--- config.mk ---
export PLATFORM = sky130hd
export DESIGN_NAME = redmule_tile_event_unit
export DESIGN_NICKNAME = d
export VERILOG_FILES = /design/src/rtl/redmule_tile_pkg.sv /design/src/rtl/redmule_tile_event_unit.sv
export SDC_FILE = /design/constraint.sdc
export NUM_CORES = 1
export LEC_CHECK = 0
export BUFFER_PORTS_ARGS = -buffer_cell sky130_fd_sc_hd__buf_4
export CAP_MARGIN = 20
export CELL_PAD_IN_SITES_DETAIL_PLACEMENT = 0
export CELL_PAD_IN_SITES_GLOBAL_PLACEMENT = 1
export CORE_MARGIN = 5
export CORE_UTILIZATION = 35
export CTS_BUF_LIST = sky130_fd_sc_hd__clkbuf_8
export DETAILED_ROUTE_END_ITERATION = 8
export MAX_ROUTING_LAYER = met4
export PLACE_DENSITY_LB_ADDON = 0.1
export RECOVER_POWER = 50
export SYNTH_ARGS = -nofsm -noshare
export SYNTH_HDL_FRONTEND = slang
export SYNTH_SLANG_ARGS = --single-unit
--- constraint.sdc ---
create_clock -name clk_i -period 1.5 [get_ports clk_i]
set_clock_uncertainty 0.15 [all_clocks]
set_input_delay 0.225 -clock clk_i [delete_from_list [all_inputs] [get_ports clk_i]]
set_output_delay 0.225 -clock clk_i [all_outputs]
set_load 0.02 [all_outputs]
--- src/rtl/redmule_tile_pkg.sv ---
`default_nettype none
// ---------------------------------------------------------------------------
// redmule_tile_pkg: shared types and register map of the tile event unit.
// Rev 1.0
// ---------------------------------------------------------------------------
package redmule_tile_pkg;

    typedef enum logic [1:0] {
        EVT_IDLE  = 2'd0,
        EVT_SLEEP = 2'd1,
        EVT_WAKE  = 2'd2
    } evt_fsm_e;

    localparam logic [3:0] EVT_REG_WAKE_MASK = 4'd0;
    localparam logic [3:0] EVT_REG_IRQ_MASK  = 4'd1;
    localparam logic [3:0] EVT_REG_PENDING   = 4'd2;
    localparam logic [3:0] EVT_REG_CLEAR     = 4'd3;
    localparam logic [3:0] EVT_REG_SET       = 4'd4;
    localparam logic [3:0] EVT_REG_STATUS    = 4'd5;

    typedef struct packed {
        logic        req;
        logic        we;
        logic [3:0]  addr;
        logic [31:0] wdata;
    } evt_reg_req_t;

    typedef struct packed {
        logic        gnt;
        logic        rvalid;
        logic [31:0] rdata;
    } evt_reg_rsp_t;

endpackage
`default_nettype wire

--- src/rtl/redmule_tile_event_unit.sv ---
`default_nettype none
// ---------------------------------------------------------------------------
// redmule_tile_event_unit: latches accelerator/software events, drives core
// wfe wake-up and a masked level IRQ. Rev 1.0
// ---------------------------------------------------------------------------
module redmule_tile_event_unit
    import redmule_tile_pkg::*;
#(
    parameter int unsigned N_ACC_EVT = 2,
    parameter int unsigned N_SW_EVT  = 8,
    parameter int unsigned IRQ_ID    = 16
) (
    input  logic                 clk_i,
    input  logic                 rst_i,
    input  logic [N_ACC_EVT-1:0] acc_evt_i,
    input  logic                 acc_busy_i,
    input  logic                 core_sleep_i,
    input  logic                 reg_req_i,
    input  logic                 reg_we_i,
    input  logic [3:0]           reg_addr_i,
    input  logic [31:0]          reg_wdata_i,
    output logic                 reg_gnt_o,
    output logic                 reg_rvalid_o,
    output logic [31:0]          reg_rdata_o,
    output logic                 wu_wfe_o,
    output logic [31:0]          irq_o
);

    localparam int unsigned N_EVT = N_ACC_EVT + 1 + N_SW_EVT;
    localparam logic [N_EVT-1:0] SW_MASK = {{N_SW_EVT{1'b1}}, {(N_ACC_EVT + 1){1'b0}}};

    if (N_EVT > 32 || IRQ_ID > 31) begin : g_param_check
        $error("redmule_tile_event_unit: N_EVT must be <= 32 and IRQ_ID <= 31");
    end

    evt_reg_req_t req;
    evt_reg_rsp_t rsp;

    assign req = '{req: reg_req_i, we: reg_we_i, addr: reg_addr_i, wdata: reg_wdata_i};

    evt_fsm_e         state_q, state_n;
    logic             busy_q;
    logic             busy_fall;
    logic [N_EVT-1:0] pend_q, pend_n;
    logic [N_EVT-1:0] wake_mask_q, irq_mask_q;
    logic [N_EVT-1:0] hw_ev, set_ev, clr_ev;
    logic             wr_en;
    logic             wu_q, irq_q;
    logic             rvalid_q;
    logic [31:0]      rdata_q, rdata_n;
    logic             unused_wdata;

    // Event fires on the cycle the accelerator leaves the busy state.
    assign busy_fall = busy_q & ~acc_busy_i;
    assign hw_ev     = {{N_SW_EVT{1'b0}}, busy_fall, acc_evt_i};
    assign wr_en     = req.req & req.we;
    assign unused_wdata = ^(req.wdata >> N_EVT);

    always_comb begin
        set_ev = '0;
        clr_ev = '0;
        if (wr_en && req.addr == EVT_REG_CLEAR) clr_ev = req.wdata[N_EVT-1:0];
        if (wr_en && req.addr == EVT_REG_SET)   set_ev = req.wdata[N_EVT-1:0] & SW_MASK;
        // Sets applied after the clear so a coincident event is never lost.
        pend_n = (pend_q & ~clr_ev) | set_ev | hw_ev;
    end

    always_comb begin
        state_n = state_q;
        case (state_q)
            EVT_IDLE:  if (core_sleep_i) state_n = EVT_SLEEP;
            EVT_SLEEP: begin
                if (!core_sleep_i)                  state_n = EVT_IDLE;
                else if (|(pend_q & wake_mask_q))   state_n = EVT_WAKE;
            end
            EVT_WAKE:  if (!core_sleep_i) state_n = EVT_IDLE;
            default:   state_n = EVT_IDLE;
        endcase
    end

    always_comb begin
        rdata_n = '0;
        if (req.req && !req.we) begin
            case (req.addr)
                EVT_REG_WAKE_MASK: rdata_n = 32'(wake_mask_q);
                EVT_REG_IRQ_MASK:  rdata_n = 32'(irq_mask_q);
                EVT_REG_PENDING:   rdata_n = 32'(pend_q);
                EVT_REG_STATUS:    rdata_n = {29'd0, state_q, busy_q};
                default:           rdata_n = '0;
            endcase
        end
    end

    always_ff @(posedge clk_i) begin
        if (rst_i) begin
            state_q     <= EVT_IDLE;
            busy_q      <= 1'b0;
            pend_q      <= '0;
            wake_mask_q <= '0;
            irq_mask_q  <= '0;
            wu_q        <= 1'b0;
            irq_q       <= 1'b0;
            rvalid_q    <= 1'b0;
            rdata_q     <= '0;
        end else begin
            state_q  <= state_n;
            busy_q   <= acc_busy_i;
            pend_q   <= pend_n;
            wu_q     <= (state_n == EVT_WAKE);
            irq_q    <= |(pend_q & irq_mask_q);
            rvalid_q <= req.req;
            rdata_q  <= rdata_n;
            if (wr_en && req.addr == EVT_REG_WAKE_MASK) wake_mask_q <= req.wdata[N_EVT-1:0];
            if (wr_en && req.addr == EVT_REG_IRQ_MASK)  irq_mask_q  <= req.wdata[N_EVT-1:0];
        end
    end

    assign rsp = '{gnt: req.req, rvalid: rvalid_q, rdata: rdata_q};

    assign reg_gnt_o    = rsp.gnt;
    assign reg_rvalid_o = rsp.rvalid;
    assign reg_rdata_o  = rsp.rdata;
    assign wu_wfe_o     = wu_q;
    assign irq_o        = 32'(irq_q) << IRQ_ID;

endmodule
`default_nettype wire

==> results.sh <==
export IMPL_postCtsResizedCells=0
export IMPL_met2_usage_pct=23.0
export IMPL_grt_pass1_vias=1949
export IMPL_synth_most_common_cell="buf_4"
export IMPL_area_growth_syn_to_layout_pct=19.1
export IMPL_setup_tns_ns=0
export IMPL_ys_ff_latch=50
export IMPL_path_cells="a222oi_1, nand3_1, o311a_1"
export IMPL_worstSetupPathType="reg2reg"
export IMPL_critPathMaxFanout=3
export IMPL_critPathArrivalTime_ns=1.54
export IMPL_grt_pass1_wl_mm=10.8
export IMPL_reg2reg_to="wu_wfe_o"
export IMPL_die_area_um2=9160
export IMPL_finalSetupViolCount=0
export IMPL_grt_antenna_before_repair=0
export IMPL_min_period_ns=1.48
export IMPL_slew_violations=0
export IMPL_yosysWarnings=0
export IMPL_routedWlPerCell_um=15.6
export IMPL_dpl_cell_area_um2=2920
export IMPL_grt_remaining_overflow=0
export IMPL_clock_sinks=50
export IMPL_drive_above_1_share_pct=21.2
export IMPL_cts_root_buf="clkbuf_8"
export IMPL_finalHoldViolations=0
export IMPL_slowest_stage="o311a_1"
export IMPL_path_delay_family="compound AO/OA/AOI/OAI gates"
export IMPL_p_per_area_nw_per_um2=856
export IMPL_vdd_ir_drop_max_mv=0.305
export IMPL_ios=111
export IMPL_clkTransAtPathRegs_ns=0.10
export IMPL_whs_endpoint="pend_q[3]"
export IMPL_hold_path_startpoint="reg_wdata_i[3]"
export IMPL_worst_pin_slew_ns=0.553
export IMPL_synth_area_leader_cell="dfxtp_1"
export IMPL_use_met1_pct=22.6
export IMPL_startpoint_type="flop"
export IMPL_core_um2=7210
export IMPL_ant_nets=0
export IMPL_drv_cap=0
export IMPL_worst_r2r_startpoint="wake_mask_q[2]"
export IMPL_reg2reg_depth=3
export IMPL_dp_hpwl_mm=5.20
export IMPL_synth_async_reset_ratio_pct=0
export IMPL_ys_top_cells_by_area="dfxtp_1 39%, buf_4 16%, nand3_1 6.2%"
export IMPL_grt_max_degree=26
export IMPL_insertion_delay_ns=0.31
export IMPL_cts_max_level=2
export IMPL_hold_path_depth=2
export IMPL_post_cts_buffers=0
export IMPL_row_count=31
export IMPL_n_fill_cell=762
export IMPL_cts_tree="built"
export IMPL_final_util_pct=42.5
export IMPL_track_usage_pct=15.9
export IMPL_vias=2172
export IMPL_period_share_pct=99.0
export IMPL_path_buf_inv=0
export IMPL_yosysUniqueCellTypes=38
export IMPL_top_usage_layer="met2"
export IMPL_n_antenna_cell=0
export IMPL_drcViolationCount=0
export IMPL_drt_initial_drc_count=161
export IMPL_min_path_type="in2reg"
export IMPL_cp_required_ns=1.56
export IMPL_relSlewSlack_pct=63.1
export IMPL_clock_fmax_ghz=0.674
export IMPL_ys_seq_area_share_pct=38.9
export IMPL_drt_pre_antenna_iters=5
export IMPL_die_w_um=95.7
export IMPL_grt_use_met3_pct=2.81
export IMPL_synth_area_um2=2570
export IMPL_synthFlopType="dfxtp_1"
export IMPL_nets=396
export IMPL_ys_top_cells_by_count="54 x buf_4, 50 x dfxtp_1, 32 x nand3_1"
export IMPL_avgSynthCellArea_um2=8.87
export IMPL_viasPerCell=4.81
export IMPL_port_buffers=37
export IMPL_start_util_pct=35.6
export IMPL_crit_path_max_incr_delay_ns=0.34
export IMPL_gp_congestion=0.830
export IMPL_status="finished clean"
export IMPL_syn_inst=290
export IMPL_finalWirelength_mm=7.04
export IMPL_rsz0062_at_grt="yes"
export IMPL_clock_path_buffers=2
export IMPL_die_height_um=95.7
export IMPL_finalInstanceArea_um2=3060
export IMPL_synth_top_area_share_pct=38.9
export IMPL_numCtsBuffers=5
export IMPL_r2r_slack_ns=0.02
export IMPL_p_leak_uw=0.00127
export IMPL_synth_edf_count=0
export IMPL_end_kind="flop"
layer usage:
layer	vias to the layer above	wire [um]
li1	1074	-
met1	996	3380
met2	94	3040
met3	8	519
met4	0	90
met5	-	0
metrics by stage:
step                total power (uW)  setup slack, ns  hold WS (ns)  instances
finish                          2620           0.0157        0.0114        452
global route                    2740          -0.0844       0.00713        452
CTS                             2640          -0.0238      0.000768        450
detailed placement              1760          -0.0143         0.306        437
global placement                1760         -0.00418         0.303        437
floorplan                       1730            0.138         0.201        341
worst max-delay path by stage:
stage / endpoint / slack [ns] / from / cells after the start
finish: wu_wfe_o / 0.02 / wake_mask_q[2] / 3
global route: state_q[0] / -0.08 / wake_mask_q[2] / 3
CTS: wu_wfe_o / -0.02 / wake_mask_q[2] / 3
detailed placement: wu_wfe_o / -0.01 / pend_q[2] / 3
global placement: wu_wfe_o / -0.004 / pend_q[2] / 3
floorplan: pend_q[10] / 0.14 / reg_addr_i[2] / 5
cells in the final DEF (no fill, tap or decap), types with 3 or more instances in the layout:
| master | count |
|---|---|
| a21oi_1 | 22 |
| a22oi_1 | 4 |
| a2bb2oi_1 | 8 |
| a32o_1 | 8 |
| buf_4 | 58 |
| clkbuf_1 | 6 |
| clkbuf_4 | 3 |
| clkbuf_8 | 6 |
| conb_1 | 52 |
| dfxtp_1 | 50 |
| dlygate4sd3_1 | 7 |
| mux2i_1 | 14 |
| nand2_1 | 3 |
| nand2b_1 | 3 |
| nand3_1 | 32 |
| nor2_1 | 17 |
| nor2b_1 | 3 |
| o21ai_0 | 22 |
| o32a_1 | 3 |
power by group:
group	internal [uW]	switching, uW	total [uW]	leakage (uW)
Clock	381	495	876	0.0000514
Combinational	127	260	387	0.000813
Sequential	1340	13.6	1360	0.000405
Total	1850	769	2620	0.00127
cells by family after synthesis:
logic type             after synthesis  share of synthesized area [%]
AO/OA/AOI/OAI                       78                           20.6
buffers and inverters               74                           19.8
AND/OR/NAND/NOR                     73                           15.1
flip-flops                          50                           38.9
multiplexers                        14                           5.45
other                                1                          0.146
cell type report:
class / count / area (um2) / share of cell area [%]
Clock buffer: 6 / 82.6 / 2.70
Tap cell: 99 / 124 / 4.04
Inverter: 1 / 3.75 / 0.123
Timing Repair Buffer: 77 / 581 / 19.0
Sequential cell: 50 / 1000 / 32.7
Multi-Input combinational cell: 217 / 1250 / 40.9
Clock inverter: 2 / 17.5 / 0.572
sequential cells by signal, indices dropped and copies added, names as in the netlist, 2 cells and up:
name and count:
irq_mask_q 11, pend_q 11, reg_rdata_o 11, wake_mask_q 11, state_q 2
repair_timing:
action | CTS | global route
setup endpoints to repair | 2 | 3
endpoints found under the hold margin | 5 | 2
pin swaps | 2 | 2
hold buffers | 5 | 2
Note: power is estimated with default switching activity, not from simulation.
